===== src/rtl/fifo_push_arbiter.sv =====
// Round-robin, burst-capable arbiter sharing one FIFO push port among NUM_REQ producers.
// Optional per-requester transfer counters are compiled in with FIFO_PUSH_ARBITER_STATS_EN.
module fifo_push_arbiter #(
    parameter int NUM_REQ    = 4,
    parameter int DATA_WIDTH = 8,
    parameter int MAX_BURST  = 4,
    parameter int IDX_W      = $clog2(NUM_REQ),
    parameter int BURST_W    = $clog2(MAX_BURST + 1)
) (
    input  logic                          clk,
    input  logic                          rst_n,
    input  logic [NUM_REQ-1:0]            req_valid_in,
    input  logic [NUM_REQ*DATA_WIDTH-1:0] req_data_in,
    output logic [NUM_REQ-1:0]            req_grant_out,
    output logic                          fifo_push_valid_out,
    input  logic                          fifo_push_grant_in,
    output logic [DATA_WIDTH-1:0]         fifo_data_out,
    output logic [IDX_W-1:0]              arb_idx_out,
    output logic                          arb_locked_out
`ifdef FIFO_PUSH_ARBITER_STATS_EN
    ,
    input  logic                          clr_stats_in,
    output logic [NUM_REQ*16-1:0]         xfer_cnt_out
`endif
);

    typedef enum logic {IDLE, LOCKED} state_t;

    state_t             state, state_nxt;
    logic [IDX_W-1:0]   rr_ptr, rr_nxt;
    logic [IDX_W-1:0]   owner, owner_nxt;
    logic [BURST_W-1:0] burst_cnt, cnt_nxt, cnt_inc;
    logic [IDX_W-1:0]   sel, sel_rr;
    logic               xfer;

    // Explicit wrap so non-power-of-2 NUM_REQ never produces an out-of-range index.
    function automatic logic [IDX_W-1:0] inc_idx(input logic [IDX_W-1:0] i);
        return (i == IDX_W'(NUM_REQ - 1)) ? '0 : i + IDX_W'(1);
    endfunction

    always_comb begin
        int j;
        logic found;
        sel_rr = rr_ptr;
        found  = 1'b0;
        j      = 0;
        for (int k = 0; k < NUM_REQ; k++) begin
            j = int'(rr_ptr) + k;
            if (j >= NUM_REQ) j = j - NUM_REQ;
            if (!found && req_valid_in[j]) begin
                sel_rr = IDX_W'(j);
                found  = 1'b1;
            end
        end
    end

    assign sel                 = (state == LOCKED) ? owner : sel_rr;
    assign fifo_push_valid_out = req_valid_in[sel];
    assign fifo_data_out       = fifo_push_valid_out ?
                                 req_data_in[int'(sel)*DATA_WIDTH +: DATA_WIDTH] : '0;
    assign xfer                = fifo_push_valid_out && fifo_push_grant_in;
    assign req_grant_out       = xfer ? (NUM_REQ'(1) << sel) : '0;
    assign arb_idx_out         = sel;
    assign arb_locked_out      = (state == LOCKED);
    assign cnt_inc             = burst_cnt + BURST_W'(1);

    always_ff @(posedge clk or negedge rst_n) begin
        if (!rst_n) begin
            state     <= IDLE;
            rr_ptr    <= '0;
            owner     <= '0;
            burst_cnt <= '0;
        end else begin
            state     <= state_nxt;
            rr_ptr    <= rr_nxt;
            owner     <= owner_nxt;
            burst_cnt <= cnt_nxt;
        end
    end

    always_comb begin
        state_nxt = state;
        rr_nxt    = rr_ptr;
        owner_nxt = owner;
        cnt_nxt   = burst_cnt;
        case (state)
            IDLE: begin
                if (xfer) begin
                    if (MAX_BURST == 1) begin
                        rr_nxt = inc_idx(sel);
                    end else begin
                        state_nxt = LOCKED;
                        owner_nxt = sel;
                        cnt_nxt   = BURST_W'(1);
                    end
                end
            end
            LOCKED: begin
                // Owner withdrawing costs one bubble cycle; backpressure alone holds everything.
                if (!req_valid_in[owner]) begin
                    state_nxt = IDLE;
                    rr_nxt    = inc_idx(owner);
                    cnt_nxt   = '0;
                end else if (xfer) begin
                    if (cnt_inc == BURST_W'(MAX_BURST)) begin
                        state_nxt = IDLE;
                        rr_nxt    = inc_idx(owner);
                        cnt_nxt   = '0;
                    end else begin
                        cnt_nxt = cnt_inc;
                    end
                end
            end
            default: state_nxt = IDLE;
        endcase
    end

`ifdef FIFO_PUSH_ARBITER_STATS_EN
    for (genvar g = 0; g < NUM_REQ; g++) begin : g_stats
        logic [15:0] cnt;
        always_ff @(posedge clk or negedge rst_n) begin
            if (!rst_n)
                cnt <= '0;
            else if (clr_stats_in)
                cnt <= '0;
            else if (req_grant_out[g] && cnt != 16'hFFFF)
                cnt <= cnt + 16'd1;
        end
        assign xfer_cnt_out[g*16 +: 16] = cnt;
    end
`endif

endmodule


===== config.mk =====
export PLATFORM = sky130hd
export DESIGN_NAME = fifo_push_arbiter
export DESIGN_NICKNAME = d
export VERILOG_FILES = /design/src/rtl/fifo_push_arbiter.sv
export SDC_FILE = /design/constraint.sdc
export NUM_CORES = 1
export LEC_CHECK = 0
export ABC_AREA = 0
export BUFFER_PORTS_ARGS = -buffer_cell sky130_fd_sc_hd__buf_2
export CAP_MARGIN = 20
export CORE_MARGIN = 4
export CORE_UTILIZATION = 44
export DETAILED_ROUTE_END_ITERATION = 12
export PLACE_DENSITY_LB_ADDON = 0.08
export SETUP_SLACK_MARGIN = 0.5
export SLEW_MARGIN = 15
export SYNTH_ARGS = -nofsm -noshare
export SYNTH_HDL_FRONTEND = slang
export SYNTH_SLANG_ARGS = --single-unit

===== constraint.sdc =====
create_clock -name clk -period 2.7 [get_ports clk]
set_clock_uncertainty 0.05 [all_clocks]
set_input_delay 0.405 -clock clk [delete_from_list [all_inputs] [get_ports clk]]
set_output_delay 0.405 -clock clk [all_outputs]
set_load 0.01 [all_outputs]

==> flow_summary.json <==
{
  "rsz0062_at_grt": "true",
  "die-height_um": 54.67,
  "status": "complete, no violations",
  "synthTopCellsByArea": "mux4_2, dfrtp_1, and2_1",
  "worstSetupPathType": "register to output pin",
  "cts_root_buffer": "clkbuf_4",
  "syn_area_sq_um": 958.4,
  "critical_path.cell_chain": "and2b_2, nor4_4, o31a_1, buf_4, mux4_2, and2_4, buf_6",
  "grt_pass1_vias": 999,
  "clock_latency_ns": 0.24,
  "fin_total_pwr_mw": 1.919,
  "peakVddDrop_uv": 713.5,
  "ys.flop_type": "dfrtp_1",
  "slowest_delay_ns": 0.38,
  "reg2reg_depth": 8,
  "diodes": 0,
  "dp_slack_ns": -0.07152,
  "ys_seq_area_share_pct": 20.89,
  "grt_overflow_total": 0,
  "timing.hold.ws_ns": 0.4652,
  "clock_sinks": 8,
  "postRouteAntennaNets": 0,
  "syn2layout_area_growth_pct": 62.92,
  "drive_gt1_share_pct": 67.48,
  "place_hpwl_um": 2242,
  "netlist_instances": 95,
  "cts_htree_levels": 1,
  "slew_viol_final": 0,
  "io_pins": 55,
  "antenna_found_initial": 0,
  "crit_path_start_kind": "register",
  "crit_slowest_cell": "dfrtp_1",
  "synth_area_per_cell_sq_um": 10.09,
  "power_density_mw_per_mm2": 1229,
  "synth_top_cell_area_share_pct": 21.15,
  "hold_viol": 0,
  "setup_viol": 0,
  "tightest_slew_ns": 0.2702,
  "cts_made_buffers": 3,
  "start_util_pct": 47.40,
  "fmax_mhz": 377.2,
  "mostFrequentLayoutCell": "buf_2",
  "synth_edf_count": 0,
  "dr.pass1.iters": 4,
  "avgViaCountPerCell": 5.632,
  "critPathMaxFanout": 5,
  "io_buffers": 54,
  "die_area_sq_mm": 0.002989,
  "post-route-drc-count": 0,
  "period_minus_slack_ns": 2.651,
  "syn-num-nets": 137,
  "yosysTopAreaCell": "mux4_2",
  "fin_crit_sh_pct": 98.19,
  "max_slew_margin_pct": 81.95,
  "fin_nets": 207,
  "wl_per_cell_um": 15.76,
  "fp.coreArea_sq_mm": 0.002022,
  "finalWirelength_um": 2994,
  "p_leak_nw": 0.7718,
  "worstPathRequired_ns": 2.25,
  "drv_cap": 0,
  "core.rowCount": 16,
  "worst_slack_ns": 0.04887,
  "num_vias": 1070,
  "grt_pass1_wl_um": 4202,
  "hold_path.class": "primary input to async pin",
  "dp.cells": 178,
  "fin_cells": 190,
  "drt_iter0_markers": 14,
  "crit_path_end_kind": "output pin",
  "arrival_ns": 2.20,
  "ys_warn_count": 0,
  "fp.dieW_um": 54.67,
  "final_cell_mix": "buf_2, and2_4, buf_4",
  "synthArstFlopShare_pct": 100.0,
  "ys_types": 40,
  "gp_congestion": 0.8025,
  "grt_use_total_pct": 19.43,
  "path_clk_slew_ns": 0.05,
  "grt_start_max_net_pins": 11,
  "ctsLongestPathBuffers": 2,
  "cts_tree": "done",
  "yosys_register_bits": 8
}
## cell type report
| class | instances | area (sq um) |
|---|---|---|
| fill | 141 | 460.4 |
| clock buffer | 3 | 22.52 |
| inverter | 5 | 18.77 |
| sequential | 8 | 201.4 |
| timing repair buffer | 68 | 450.4 |
| multi-input combinational | 79 | 834.6 |
| tap | 27 | 33.78 |
## path summary, 6_finish.rpt
| check | start | end | slack, ns |
|---|---|---|---|
| setup / recovery | rr_ptr[0] | fifo_data_out[4] | 0.05 |
| hold / removal | rst_n | owner[0] | 0.47 |
| setup reg to reg | rr_ptr[0] | rr_ptr[1] | 0.36 |
| hold reg to reg | rr_ptr[0] | rr_ptr[0] | 0.50 |
| max in group asynchronous | rst_n | rr_ptr[1] | 1.96 |
| min in group clk | fifo_push_grant_in | owner[1] | 0.47 |
## state kept, by name, summed over array words and instances, names as in the netlist
name / count
rr_ptr: 2
owner: 2
arb_locked_out: 1
burst_cnt: 3
## where the power goes
| group | internal [mW] | switching [mW] |
|---|---|---|
| clock network | 0.0504 | 0.0342 |
| registers | 0.176 | 0.0736 |
| logic | 0.916 | 0.669 |
| total | 1.14 | 0.777 |
## metrics by stage
step / util [%] / instance area (sq um) / setup TNS, ns
5_1_grt: 77.23 / 1562 / -0.1199
6_report: 77.23 / 1562 / 0
4_1_cts: 70.36 / 1423 / 0
3_3_place_gp: 64.73 / 1309 / -0.2651
2_1_floorplan: - / 991.0 / 0
3_5_place_dp: 64.73 / 1309 / -0.5209
## metal layers
metal	up-vias	routed length, um	global-route usage (%)
li1	506	-	-
met1	503	1181	22.34
met2	57	1504	33.86
met3	4	280	3.542
met4	0	28	9.959
met5	-	0	0
## timing repair
action | 4_1_cts | 5_1_grt
endpoints found under the hold margin | 8 | 0
setup endpoints to repair | 17 | 21
gates resized for setup | 13 | 21
setup buffers | 3 | 2
hold buffers | 1 | 0
gates cloned | 1 | 2
pin swaps | 5 | 8
## Yosys cell counts (3+ instances only)
cell type  count
nand2_1        5
nor3_1         4
nor2_1         5
mux4_2         9
dfrtp_1        8
ha_1           3
nor2b_1        5
inv_1          4
and2_1        13
## kinds of logic (layout without fill, tap and decap cells)
group | Yosys count | after routing | synth area share, %
simple gates | 44 | 46 | 27.42
compound gates | 19 | 19 | 18.67
mux | 11 | 11 | 23.50
buf+inv | 10 | 76 | 5.612
flops | 8 | 8 | 20.89
fa+ha+maj | 3 | 3 | 3.917
## critical path, delay by kind of cell, from the launching register on
| kind | cells | cell delay (ns) |
|---|---|---|
| flops | 1 | 0.38 |
| buf+inv | 2 | 0.31 |
| compound gates | 1 | 0.33 |
| simple gates | 3 | 0.65 |
| mux | 1 | 0.28 |
No activity file was read; power rests on OpenSTA's default activity.
